`src/rtl/tdc_meas_sequencer_pkg.sv`:
```
// Shared types and widths for the TDC measurement sequencer.
// Defining TDC_EPOCH_EN widens each result by a 16-bit epoch field.
`ifndef TDC_SEQ_DATA_W
`define TDC_SEQ_DATA_W(w) ((w) + tdc_meas_sequencer_pkg::EXT_W)
`endif

package tdc_meas_sequencer_pkg;

  typedef enum logic [2:0] {
    S_IDLE,
    S_ARM,
    S_WAIT,
    S_CAPTURE,
    S_HOLDOFF
  } state_t;

  localparam int EPOCH_W = 16;
  localparam int DROP_W  = 8;

`ifdef TDC_EPOCH_EN
  localparam int EXT_W = EPOCH_W;
`else
  localparam int EXT_W = 0;
`endif

  function automatic int max3(
    input int a,
    input int b,
    input int c
  );
    int m;
    m = (a > b) ? a : b;
    return (m > c) ? m : c;
  endfunction

  function automatic logic [DROP_W-1:0] sat_inc(
    input logic [DROP_W-1:0] v
  );
    return (v == '1) ? v : v + 1'b1;
  endfunction

endpackage

```
`src/rtl/tdc_stream_if.sv`:
```
// Result stream from the sequencer FIFO to the readout logic.
// Plain valid/ready handshake; a word moves when oValid && iReady.
interface tdc_stream_if #(
  parameter int W = 16
);
  logic [W-1:0] oData;
  logic         oValid;
  logic         iReady;

  modport master (
    output oData,
    output oValid,
    input  iReady
  );

  modport slave (
    input  oData,
    input  oValid,
    output iReady
  );
endinterface

```
`src/rtl/tdc_result_fifo.sv`:
```
// First-word-fall-through synchronous FIFO for TDC results.
// A push into a full FIFO is accepted only alongside a pop.
module tdc_result_fifo #(
  parameter int  W     = 16,
  parameter int  DEPTH = 8,
  localparam int AW    = $clog2(DEPTH),
  localparam int LW    = AW + 1
) (
  input  logic          clk,
  input  logic          rst_n,
  input  logic          push,
  input  logic          pop,
  input  logic [W-1:0]  din,
  output logic [W-1:0]  dout,
  output logic          full,
  output logic          empty,
  output logic [LW-1:0] level
);

  logic [W-1:0]  mem [DEPTH];
  logic [AW-1:0] wr_ptr;
  logic [AW-1:0] rd_ptr;
  logic          do_push;
  logic          do_pop;

  assign empty   = (level == '0);
  assign full    = (level == LW'(DEPTH));
  assign do_pop  = pop && !empty;
  assign do_push = push && (!full || do_pop);
  assign dout    = empty ? '0 : mem[rd_ptr];

  always_ff @(posedge clk or negedge rst_n) begin
    if (!rst_n) begin
      wr_ptr <= '0;
      rd_ptr <= '0;
      level  <= '0;
    end else begin
      if (do_push) wr_ptr <= wr_ptr + 1'b1;
      if (do_pop)  rd_ptr <= rd_ptr + 1'b1;
      level <= level + LW'(do_push) - LW'(do_pop);
    end
  end

  always_ff @(posedge clk) begin
    if (do_push) mem[wr_ptr] <= din;
  end

endmodule

```
`src/rtl/tdc_meas_sequencer.sv`:
```
// Arms the delay-line TDC, waits for done with timeout, queues results.
// Build with TDC_EPOCH_EN to tag each result with a 16-bit epoch.
module tdc_meas_sequencer
  import tdc_meas_sequencer_pkg::*;
#(
  parameter int  TDC_W       = 16,
  parameter int  FIFO_DEPTH  = 8,
  parameter int  ARM_CYC     = 4,
  parameter int  TIMEOUT_CYC = 1023,
  parameter int  HOLDOFF_CYC = 2,
  localparam int LVL_W  = $clog2(FIFO_DEPTH) + 1,
  localparam int DATA_W = `TDC_SEQ_DATA_W(TDC_W)
) (
  input  logic              iClk,
  input  logic              iRst_n,
  input  logic              iEnable,
  input  logic              iSingle,
  output logic              oTdcRst,
  input  logic              iTdcDone,
  input  logic [TDC_W-1:0]  iTdcData,
  tdc_stream_if.master      rd,
  output logic              oBusy,
  output logic              oTimeout,
  output logic [DROP_W-1:0] oDropCnt,
  output logic [LVL_W-1:0]  oLevel
);

  localparam int CNT_MAX =
    max3(ARM_CYC, TIMEOUT_CYC, HOLDOFF_CYC);
  localparam int CNT_W = $clog2(CNT_MAX + 1);

  state_t              state;
  state_t              state_n;
  logic [CNT_W-1:0]    cnt;
  logic [CNT_W-1:0]    cnt_n;
  logic                single;
  logic                single_n;
  logic                timeout_n;
  logic                cap_load;
  logic [DATA_W-1:0]   cap_word;
  logic [DATA_W-1:0]   cap_next;
  logic                fifo_full;
  logic                fifo_empty;
  logic                push;
  logic                drop;

`ifdef TDC_EPOCH_EN
  logic [EPOCH_W-1:0] epoch;

  always_ff @(posedge iClk or negedge iRst_n) begin
    if (!iRst_n) epoch <= '0;
    else         epoch <= epoch + 1'b1;
  end

  assign cap_next = {epoch, iTdcData};
`else
  assign cap_next = iTdcData;
`endif

  always_comb begin
    state_n   = state;
    cnt_n     = cnt + 1'b1;
    single_n  = single;
    timeout_n = 1'b0;
    cap_load  = 1'b0;
    unique case (state)
      S_IDLE: begin
        if (iEnable) begin
          state_n = S_ARM;
        end else if (iSingle) begin
          state_n  = S_ARM;
          single_n = 1'b1;
        end
      end
      S_ARM: begin
        if (cnt == CNT_W'(ARM_CYC - 1))
          state_n = S_WAIT;
      end
      S_WAIT: begin
        if (iTdcDone) begin
          state_n  = S_CAPTURE;
          cap_load = 1'b1;
        end else if (cnt == CNT_W'(TIMEOUT_CYC - 1)) begin
          timeout_n = 1'b1;
          single_n  = 1'b0;
          state_n   = iEnable ? S_ARM : S_IDLE;
        end else if (!iEnable && !single) begin
          state_n = S_IDLE;
        end
      end
      S_CAPTURE: begin
        // A single shot skips the dead time.
        if (HOLDOFF_CYC == 0 || single) begin
          single_n = 1'b0;
          state_n  = iEnable ? S_ARM : S_IDLE;
        end else begin
          state_n = S_HOLDOFF;
        end
      end
      S_HOLDOFF: begin
        if (cnt == CNT_W'(HOLDOFF_CYC - 1)) begin
          single_n = 1'b0;
          state_n  = iEnable ? S_ARM : S_IDLE;
        end
      end
      default: begin
        state_n  = S_IDLE;
        single_n = 1'b0;
      end
    endcase
    if (state_n != state || state == S_IDLE)
      cnt_n = '0;
  end

  always_ff @(posedge iClk or negedge iRst_n) begin
    if (!iRst_n) begin
      state    <= S_IDLE;
      cnt      <= '0;
      single   <= 1'b0;
      oTdcRst  <= 1'b1;
      oBusy    <= 1'b0;
      oTimeout <= 1'b0;
      oDropCnt <= '0;
      cap_word <= '0;
    end else begin
      state    <= state_n;
      cnt      <= cnt_n;
      single   <= single_n;
      oTdcRst  <= (state_n != S_WAIT);
      oBusy    <= (state_n != S_IDLE);
      oTimeout <= timeout_n;
      if (cap_load) cap_word <= cap_next;
      if (drop)     oDropCnt <= sat_inc(oDropCnt);
    end
  end

  assign push = (state == S_CAPTURE);
  assign drop = push && fifo_full && !rd.iReady;

  tdc_result_fifo #(
    .W     (DATA_W),
    .DEPTH (FIFO_DEPTH)
  ) u_fifo (
    .clk   (iClk),
    .rst_n (iRst_n),
    .push  (push),
    .pop   (rd.iReady),
    .din   (cap_word),
    .dout  (rd.oData),
    .full  (fifo_full),
    .empty (fifo_empty),
    .level (oLevel)
  );

  assign rd.oValid = !fifo_empty;

endmodule
```
`src/flat_wrapper.sv`:
```
// flat-port wrapper written by rule: the top's interface ports become plain ports
module tdc_meas_sequencer_flat import tdc_meas_sequencer_pkg::*;
#(
  parameter int  TDC_W       = 16,
  parameter int  FIFO_DEPTH  = 8,
  parameter int  ARM_CYC     = 4,
  parameter int  TIMEOUT_CYC = 1023,
  parameter int  HOLDOFF_CYC = 2,
  localparam int LVL_W  = $clog2(FIFO_DEPTH) + 1,
  localparam int DATA_W = `TDC_SEQ_DATA_W(TDC_W)
)
  (iClk, iRst_n, iEnable, iSingle, oTdcRst, iTdcDone, iTdcData, oBusy, oTimeout, oDropCnt, oLevel, rd_oData, rd_oValid, rd_iReady);
  tdc_stream_if rd_i ();
  input  logic iClk;
  input  logic iRst_n;
  input  logic iEnable;
  input  logic iSingle;
  output logic oTdcRst;
  input  logic iTdcDone;
  input  logic [TDC_W-1:0] iTdcData;
  output logic oBusy;
  output logic oTimeout;
  output logic [DROP_W-1:0] oDropCnt;
  output logic [LVL_W-1:0] oLevel;
  output wire logic [$bits(rd_i.oData)-1:0] rd_oData;
  output wire logic [$bits(rd_i.oValid)-1:0] rd_oValid;
  input wire logic [$bits(rd_i.iReady)-1:0] rd_iReady;
  assign rd_oData = rd_i.oData;
  assign rd_oValid = rd_i.oValid;
  assign rd_i.iReady = rd_iReady;
  tdc_meas_sequencer #(.TDC_W(TDC_W), .FIFO_DEPTH(FIFO_DEPTH), .ARM_CYC(ARM_CYC), .TIMEOUT_CYC(TIMEOUT_CYC), .HOLDOFF_CYC(HOLDOFF_CYC)) u_core (.iClk(iClk), .iRst_n(iRst_n), .iEnable(iEnable), .iSingle(iSingle), .oTdcRst(oTdcRst), .iTdcDone(iTdcDone), .iTdcData(iTdcData), .rd(rd_i), .oBusy(oBusy), .oTimeout(oTimeout), .oDropCnt(oDropCnt), .oLevel(oLevel));
endmodule
```
`config.mk`:
```
export PLATFORM = sky130hd
export DESIGN_NAME = tdc_meas_sequencer_flat
export DESIGN_NICKNAME = d
export VERILOG_FILES = /design/src/rtl/tdc_meas_sequencer_pkg.sv /design/src/rtl/tdc_stream_if.sv /design/src/rtl/tdc_result_fifo.sv /design/src/rtl/tdc_meas_sequencer.sv /design/src/flat_wrapper.sv
export SDC_FILE = /design/constraint.sdc
export NUM_CORES = 1
export LEC_CHECK = 0
export BUFFER_PORTS_ARGS = -buffer_cell sky130_fd_sc_hd__clkbuf_2
export CAP_MARGIN = 0
export CORE_MARGIN = 4
export CORE_UTILIZATION = 48
export DETAILED_ROUTE_END_ITERATION = 16
export PLACE_DENSITY = 0.65
export SLEW_MARGIN = 20
export SYNTH_ARGS = -nofsm -noshare
export SYNTH_HDL_FRONTEND = slang
export SYNTH_SLANG_ARGS = --single-unit
```
`constraint.sdc`:
```
create_clock -name iClk -period 4.6 [get_ports iClk]
set_input_delay 0.46 -clock iClk [delete_from_list [all_inputs] [get_ports iClk]]
set_output_delay 0.46 -clock iClk [all_outputs]
set_load 0.02 [all_outputs]
```
==> results of run 1 <==
-- logic make-up after synthesis --
kind of cell,count (synthesis),synth area share
mux,65,0.144
simple gates,99,0.0755
buf+inv,32,0.0214
xor+xnor,21,0.0248
fa+ha+maj,13,0.0229
compound gates,20,0.0217
flops,179,0.689
-- cell type report --
class	count	share of cell area
sequential	179	0.603
multi-input combinational	218	0.259
clock buffer	22	0.0523
timing repair buffer	62	0.0392
tap	188	0.0277
clock inverter	10	0.0131
inverter	13	0.00574
-- critical path: stages (launching register included) --
cell and delay (ns):
dfrtp_2 0.86, buf_4 0.41, mux4_2 0.53, mux2i_1 0.22
nor2_1 0.08, clkbuf_2 0.16
-- metrics by stage --
| step | hold slack, ns | std cells | power [W] | instance area [µm²] | util |
|---|---|---|---|---|---|
| floorplan | 0.164 | 429 | 0.00348 | 7430 | - |
| global placement | 0.508 | 660 | 0.00390 | 7940 | 0.522 |
| detailed placement | 0.522 | 660 | 0.00394 | 7940 | 0.522 |
| CTS | 0.186 | 692 | 0.00533 | 8490 | 0.559 |
| global route | 0.233 | 692 | 0.00558 | 8490 | 0.559 |
| finish | 0.176 | 692 | 0.00525 | 8490 | 0.559 |
-- worst max-delay path by stage --
stage	slack, ns	endpoint	from	cells past startpoint
floorplan	0.93	u_core.u_fifo.mem[4][0]	u_core.u_fifo.level[2]	7
global placement	1.61	u_core.u_fifo.mem[7][10]	u_core.u_fifo.level[2]	9
detailed placement	1.45	u_core.u_fifo.mem[7][9]	u_core.u_fifo.level[2]	9
CTS	1.37	rd_oData[3]	u_core.u_fifo.rd_ptr[0]	5
global route	1.20	rd_oData[3]	u_core.u_fifo.rd_ptr[0]	5
finish	1.46	rd_oData[3]	u_core.u_fifo.rd_ptr[0]	5
-- Yosys cell counts, types with 2 or more instances --
library cell / n / area, µm²
nand3_1: 7 / 35.0
xor2_1: 8 / 70.1
a31oi_1: 2 / 12.5
nor2_2: 9 / 56.3
mux4_2: 32 / 721
nor3b_2: 2 / 25.0
buf_1: 3 / 11.3
nor3b_1: 4 / 30.0
nand2_1: 20 / 75.1
o211ai_1: 2 / 15.0
buf_6: 4 / 45.0
ha_1: 12 / 150
inv_2: 2 / 7.51
nand4_1: 7 / 43.8
mux2_1: 17 / 191
a21oi_1: 3 / 15.0
nand2b_1: 3 / 18.8
xnor2_1: 13 / 114
clkbuf_1: 5 / 18.8
mux2i_1: 16 / 160
o21ai_1: 3 / 15.0
nor4_2: 2 / 25.0
nor3_1: 5 / 25.0
dfrtp_1: 50 / 1250
buf_2: 7 / 35.0
and4_1: 2 / 17.5
inv_1: 11 / 41.3
edfxtp_1: 128 / 3840
nor2_1: 26 / 97.6
and3_1: 2 / 12.5
-- routing by layer --
metal	share of wire	vias up	wire, µm	track usage
li1	-	1765	-	-
met1	0.46	1963	6170	0.242
met2	0.48	94	6480	0.252
met3	0.057	11	773	0.0473
met4	0.0091	0	123	0.0456
met5	0	-	0	0
-- power breakdown --
group	internal, W	switching, W	leakage (nW)
sequential	0.00208	0.000444	1.80
clock	0.000797	0.000572	0.266
combinational	0.000656	0.000694	1.09
-- registers in the layout (all words and copies together), names as in the netlist --
| signal | flops |
|---|---|
| u_core.u_fifo.mem | 128 |
| u_core.cap_word | 16 |
| u_core.cnt | 10 |
| u_core.oDropCnt | 8 |
| u_core.u_fifo.level | 4 |
| u_core.state | 3 |
| u_core.u_fifo.rd_ptr | 3 |
| u_core.u_fifo.wr_ptr | 3 |
| u_core.oBusy | 1 |
| u_core.oTdcRst | 1 |
| u_core.oTimeout | 1 |
| u_core.single | 1 |
==> impl_metrics.ini, run 1 <==
[critical_path]
rr_endpoint = u_core.u_fifo.mem[7][6]
path_class = reg -> out
reg2regPathDepth = 9
start_kind = flip-flop
worstPathArrival_ns = 2.68
regToRegStartpoint = u_core.u_fifo.level[2]
required_ns = 4.14
crit_fanout = 22
rrSetupSlack_ns = 1.51
crit_path_end_kind = primary output

[sta]
maxSlewViolCount = 0
final_hold_viol_count = 0
max_freq_mhz = 318
fin_crit_sh = 0.683
tns_ns = 0
fin_skew_ns = 0.0106
setup_viol = 0
period_minus_slack_ns = 3.14
tightest_slew_ns = 1.11
slew_headroom = 0.258
rsz0062_at_grt = no
worst_slack_ns = 1.46

[route]
postRouteAntennaNets = 0
vias = 3833
first_iter_violations = 229
wl_per_cell_um = 19.6
routed_wl_um = 13500
first_pass_iters = 4
viasPerCell = 5.54
drc = 0

[logic_synthesis]
synth_edf_count = 128
ys_warn_count = 0
synth_cell_types = 52
synth_seq_cells = 179
synth_area_um2 = 7430
async_reset_ff_frac = 0.285
yosys_most_used_dff = edfxtp_1
syn_nets = 464
avgSynthCellArea_um2 = 17.3
seq_area_frac_synth = 0.689
synthCells = 429

[clocking]
cts_resized = 0
numCtsBuffers = 17
htreeDepth = 4
root_buffer = clkbuf_16
clkSinkCount = 179
insertion_delay_ns = 0.42
cts_tree = yes
ctsHoldBuffers = 0
path_clk_slew_ns = 0.06
cts_buffer_depth = 2
post_cts_buffers = 0

[floorplan]
fp.coreArea_um2 = 15200
die_w_um = 132
initial_utilization = 0.489
dieArea_um2 = 17500
rows = 45
die_height_um = 132
top_level_ports = 54

[finish]
insertedDiodeCount = 0
layout-drive-gt1-share = 0.298
final-seq-area_um2 = 5120
multiInputGateArea_um2 = 2200
final_common_cell = edfxtp_1
fill_cells = 1207
fin_nets = 526
mostFrequentLayoutCells = 128 x edfxtp_1, 53 x clkbuf_2, 48 x dfrtp_1, 32 x mux4_2, 26 x nor2_1
area_delta_synth_final_pct = 14.4

[pwr]
leakage_nw = 3.16
cellPowerDensity_nw_per_um2 = 617
irDropWorstVdd_v = 0.000301

[global_route]
antenna_found_initial = 0
grt_remaining_overflow = 0
grt_max_degree = 52
grt_pass1_wl_um = 22400
grt_usage = 0.167
grt_pass1_vias = 4046

[hold_path]
hold_path.class = in -> async

[placement]
dpl.hpwl_um = 8300
routabilityCongestion = 0.835
io_buffers = 53
preCtsSetupSlack_ns = 1.45

[outcome]
status = complete, no violations

[run]
maxCapViolations = 0
Power figures use the tool's default switching activity.
==> run 2, diff against run 1 <==
- ABC_AREA: unset -> 1
- PLACE_DENSITY: 0.65 -> 0.67
- clock period: 4.6 -> 2.8 ns (I/O delays scaled with it)
==> run 2 against run 1 <==
Net effect:
- the flow now finishes with violations (negative hold slack)
- critical path depth rose by 1
- combinational power rose by 120%
- die area rose by 1.7%
- power rose by 65%
- non-clock buffer count rose by 7
- clock-buffer cell count fell by 4
- register-to-register slack got worse by 0.99 ns
- largest power group unchanged
- hold slack got worse by 0.20 ns
- synthesized area rose by 1.8%
==> impl_metrics.ini, run 2 <==
[outcome]
status = finished with violations
violations = negative hold slack

[route]
first_pass_iters = 5
drc = 0
first_iter_violations = 391
postRouteAntennaNets = 0
routed_wl_um = 15400
vias = 4993
viasPerCell = 5.26
wl_per_cell_um = 16.2

[critical_path]
crit_fanout = 65
path_class = reg -> out
worstPathArrival_ns = 2.25
crit_path_end_kind = primary output
required_ns = 2.52
start_kind = flip-flop

[floorplan]
rows = 45
die_height_um = 134
fp.coreArea_um2 = 15300
top_level_ports = 54
die_w_um = 134
dieArea_um2 = 17800
initial_utilization = 0.494

[clocking]
htreeDepth = 4
path_clk_slew_ns = 0.06
clkSinkCount = 179
ctsHoldBuffers = 0
cts_resized = 0
numCtsBuffers = 17
cts_tree = yes
post_cts_buffers = 0
root_buffer = clkbuf_16
insertion_delay_ns = 0.42
cts_buffer_depth = 2

[sta]
fin_crit_sh = 0.904
rsz0062_at_grt = no
period_minus_slack_ns = 2.53
tns_ns = 0
setup_viol = 0
maxSlewViolCount = 0
fin_skew_ns = 0.00798
slew_headroom = 0.422
max_freq_mhz = 395
final_hold_viol_count = 36
hold_slack_ns = -0.0250
tightest_slew_ns = 0.867

[pwr]
leakage_nw = 3.48
cellPowerDensity_nw_per_um2 = 1000
irDropWorstVdd_v = 0.000618

[global_route]
grt_pass1_wl_um = 25300
use_met3 = 0.0374
antenna_found_initial = 0
grt_max_degree = 66
grt_remaining_overflow = 0
grtUsageMet2 = 0.288
grt_util_met1 = 0.245
grt-busiest-layer = met2
grt_usage = 0.181
grt_pass1_vias = 5007

[logic_synthesis]
synth_cell_types = 34
seq_area_frac_synth = 0.677
synth_mux_area_frac = 0
synthAdderAreaFrac = 0.0225
async_reset_ff_frac = 0.285
avgSynthCellArea_um2 = 11.4
synth-simple-area-share = 0.168
synth_seq_cells = 179
ys_warn_count = 0
synth_compound_area_frac = 0.0749
syn_nets = 700
synth_area_um2 = 7560
ys_top_cells_by_count = 155 x nor2_1, 128 x edfxtp_1, 91 x nand2_1
synth_edf_count = 128
synthCells = 665
synth_area_leader_cell = edfxtp_1
yosys_most_used_dff = edfxtp_1
synth_xor_area_frac = 0.0220
yosys-top-cells-area = edfxtp_1 51%, dfrtp_1 17%, nor2_1 7.7%
synth_top_area_share = 0.508
synth_top_family_by_area = simple AND/OR/NAND/NOR gates
yosysMostFrequentCell = nor2_1

[finish]
final_common_cell = nor2_1
area_delta_synth_final_pct = 14.8
fin_nets = 760
multiInputGateArea_um2 = 2180
fill_cells = 1297
layout-drive-gt1-share = 0.171
regMostFlops = u_core.u_fifo.mem
fin_util = 0.567
reg_top3 = u_core.u_fifo.mem (128), u_core.cap_word (16), u_core.cnt (10)
insertedDiodeCount = 0
mostFrequentLayoutCells = 155 x nor2_1, 128 x edfxtp_1, 91 x nand2_1, 52 x clkbuf_2, 50 x dfrtp_1
final-seq-area_um2 = 5120
largest_reg_flops = 128

[placement]
io_buffers = 53
routabilityCongestion = 0.811
dpl.hpwl_um = 9970

[hold_path]
hold_path.class = in -> async

[run]
maxCapViolations = 0
[run 2: cell types whose count changed after synthesis, sizes merged, moves of 11 or more]
cell	delta
nor2	+133
nand2	+77
o21ai	+49
mux4	-32
o32ai	+32
inv	+24
mux2	-17
mux2i	-16
nand3	+14
clkbuf	+11
[run 2: path summary, 6_finish.rpt]
| kind | slack, ns | depth (start not counted) | startpoint | to |
|---|---|---|---|---|
| worst max-delay path | 0.27 | 6 | u_core.u_fifo.rd_ptr[0] | rd_oData[5] |
| worst min-delay path | -0.02 | 1 | iRst_n | u_core.oDropCnt[4] |
| worst max register to register | 0.52 | 12 | u_core.u_fifo.level[2] | u_core.u_fifo.level[2] |
| worst min register to register | 0.52 | 1 | u_core.cnt[0] | u_core.cnt[0] |
| max in group asynchronous | 2.10 | 2 | iRst_n | u_core.cnt[9] |
| min in group iClk | 0.05 | 3 | iTdcData[13] | u_core.cap_word[13] |
[run 2: metrics by stage]
stage	worst slack [ns]	hold slack (ns)	instance area [µm²]	power, W	instances
after floorplan	0.252	-0.0156	7560	0.00555	665
after global placement	0.599	0.478	8120	0.00642	917
after detailed placement	0.530	0.480	8120	0.00650	917
after CTS	0.274	0.0340	8680	0.00876	949
after global routing	0.0332	0.0447	8680	0.00925	949
final	0.270	-0.0250	8680	0.00868	949
[run 2: cells by family (layout without fill, tap and decap cells)]
family	count (synthesis)	after routing
compound gates	88	88
xor+xnor	19	19
fa+ha+maj	13	13
buf+inv	66	139
flops	179	179
simple gates	300	300
[run 2: area by class of cell]
type                    instances  share of cell area
multi-input cells             420               0.251
flip-flops and latches        179               0.590
repair buffers                 69              0.0473
clock inverters                14              0.0157
clock buffers                  18              0.0494
well taps                     211              0.0304
inverters                      38              0.0164
[run 2: routing by layer]
layer | wire length, µm | vias to the layer above
met1 | 7000 | 2392
met3 | 862 | 33
li1 | - | 2411
met4 | 399 | 0
met5 | 0 | -
met2 | 7090 | 157
[run 2: critical path, stage by stage (launching register included)]
cell and delay (ns):
dfrtp_1 0.34, buf_4 0.50, nor2_1 0.11, o32ai_1 0.29, o21ai_0 0.17, nor2_1 0.18, clkbuf_2 0.20
[run 2: power breakdown]
part | switching, W | internal, W
clock | 0.000949 | 0.00131
sequential | 0.000281 | 0.00320
combinational | 0.00197 | 0.000970
total | 0.00320 | 0.00547
==> run 3, diff against run 2 <==
- BUFFER_PORTS_ARGS: -buffer_cell sky130_fd_sc_hd__clkbuf_2 -> unset
- DONT_BUFFER_PORTS: unset -> 1
- PLACE_DENSITY: 0.67 -> 0.64
==> run 3 against run 2 <==
Net effect:
- the run now ends clean
- global-route usage grew 0.33 points
- design area grew 0.95%
- maximum frequency grew 1.8%
- via count shrank 2.1%
- cell count shrank 2.7%
- critical endpoint is now rd_oData[6]
- largest cell class unchanged
- largest power group unchanged
==> impl_metrics.ini, run 3 (synthesized netlist as in run 2, its figures left out) <==
[outcome]
status = complete, no violations

[critical_path]
rrSetupSlack_ns = 0.34
path_depth = 6
path_class = reg -> out
critPathMaxStageDelay_ns = 0.49
path_buf_inv = 2
crit_path_end_kind = primary output
reg2regPathDepth = 12
crit_family = simple AND/OR/NAND/NOR gates
worstPathArrival_ns = 2.20
endpoint = rd_oData[6]
rr_endpoint = u_core.u_fifo.level[1]
required_ns = 2.52
path_cells = inv_1 > ha_1 > nand3_1 > buf_4 > o21ai_0 > nor2_1
regToRegStartpoint = u_core.u_fifo.level[3]
crit_fanout = 17
cp_slowest_cell = dfrtp_1
start_kind = flip-flop
startpoint = u_core.u_fifo.level[3]

[finish]
regMostFlops = u_core.u_fifo.mem
insertedDiodeCount = 0
largest_reg_flops = 128
fin_nets = 734
fill_cells = 1260
fin_util = 0.572
mostFrequentLayoutCells = 155 x nor2_1, 128 x edfxtp_1, 91 x nand2_1, 50 x dfrtp_1, 49 x o21ai_0
layout-drive-gt1-share = 0.119
final_common_cell = nor2_1
area_delta_synth_final_pct = 15.8
reg_top3 = u_core.u_fifo.mem (128), u_core.cap_word (16), u_core.cnt (10)

[run]
maxCapViolations = 0

[route]
viasPerCell = 5.30
vias = 4889
drc = 0
routed_wl_um = 15800
wl_per_cell_um = 17.2
postRouteAntennaNets = 0
first_iter_violations = 351
first_pass_iters = 5

[floorplan]
die_height_um = 134
initial_utilization = 0.494
rows = 45
top_level_ports = 54
die_w_um = 134
dieArea_um2 = 17800
fp.coreArea_um2 = 15300

[pwr]
irDropWorstVdd_v = 0.000469
power_w = 0.00887
leakage_nw = 3.44
cellPowerDensity_nw_per_um2 = 1010

[sta]
hold_slack_ns = 0.0519
fin_crit_sh = 0.887
tightest_slew_ns = 0.629
maxSlewViolCount = 0
period_minus_slack_ns = 2.48
final_hold_viol_count = 0
tns_ns = 0
slew_headroom = 0.580
max_freq_mhz = 403
setup_viol = 0
fin_skew_ns = 0.00537
rsz0062_at_grt = no

[clocking]
path_clk_slew_ns = 0.06
clkSinkCount = 179
cts_buffer_depth = 2
numCtsBuffers = 17
htreeDepth = 4
cts_tree = yes
root_buffer = clkbuf_16
insertion_delay_ns = 0.42

[placement]
dpl.hpwl_um = 10300
routabilityCongestion = 0.884
io_buffers = 0

[global_route]
grt_pass1_wl_um = 25500
grt_pass1_vias = 4860
grt_max_degree = 52
grt_usage = 0.185
antenna_found_initial = 0
grt_remaining_overflow = 0

[hold_path]
hold_path.class = in -> reg
## run 3: changes by cell type in the layout (fill, tap and decap cells not counted), sizes merged, moves of 3 or more
cell and change:
bufinv +4, buf +8, clkinvlp -3, clkbuf -48, clkinv -4, dlygate4sd3 +18
## run 3: area by class of cell
cell class                 instances  area [µm²]  area share
tap                              211         264      0.0301
clock buffer                      22         454      0.0518
clock inverter                    10         204      0.0233
multi-input combinational        420        2180       0.248
sequential                       179        5120       0.584
inverter                          38         143      0.0163
timing repair buffer              43         400      0.0457
## run 3: worst min path at each step
stage                   start             endpoint  cells past startpoint
floorplan              iRst_n   u_core.cap_word[0]                      0
finish              rd_iReady   u_core.oDropCnt[1]                      3
global placement       iRst_n  u_core.cap_word[10]                      0
CTS                   iEnable      u_core.state[0]                      2
detailed placement     iRst_n   u_core.oDropCnt[2]                      0
global route          iEnable      u_core.state[0]                      2
## run 3: stage by stage
step	cells	setup WS, ns	area, µm²
floorplan	665	0.252	7560
global placement	872	0.450	7900
detailed placement	872	0.356	7900
CTS	923	0.272	8760
global route	923	0.136	8760
finish	923	0.316	8760
## run 3: tightest hold or removal path, stage by stage
cell     delay [ns]
nor4_4         0.04
nand3_1        0.07
nand2_1        0.05
## run 3: timing repair
action	in CTS	in global routing
gates resized for setup	0	0
hold endpoints to repair	68	0
buffers inserted	0	0
hold buffers	19	0
## run 3: where the power goes
part	internal, W	switching [W]	leakage (nW)
clock network	0.00169	0.000928	0.322
registers	0.00320	0.000350	1.83
logic	0.000830	0.00187	1.29
## run 3: layer usage
layer	vias to the layer above	share of wire	global-route usage
met5	-	0	0
met4	0	0.019	0.0657
met3	22	0.055	0.0404
met1	2387	0.43	0.240
met2	122	0.49	0.309
li1	2358	-	-
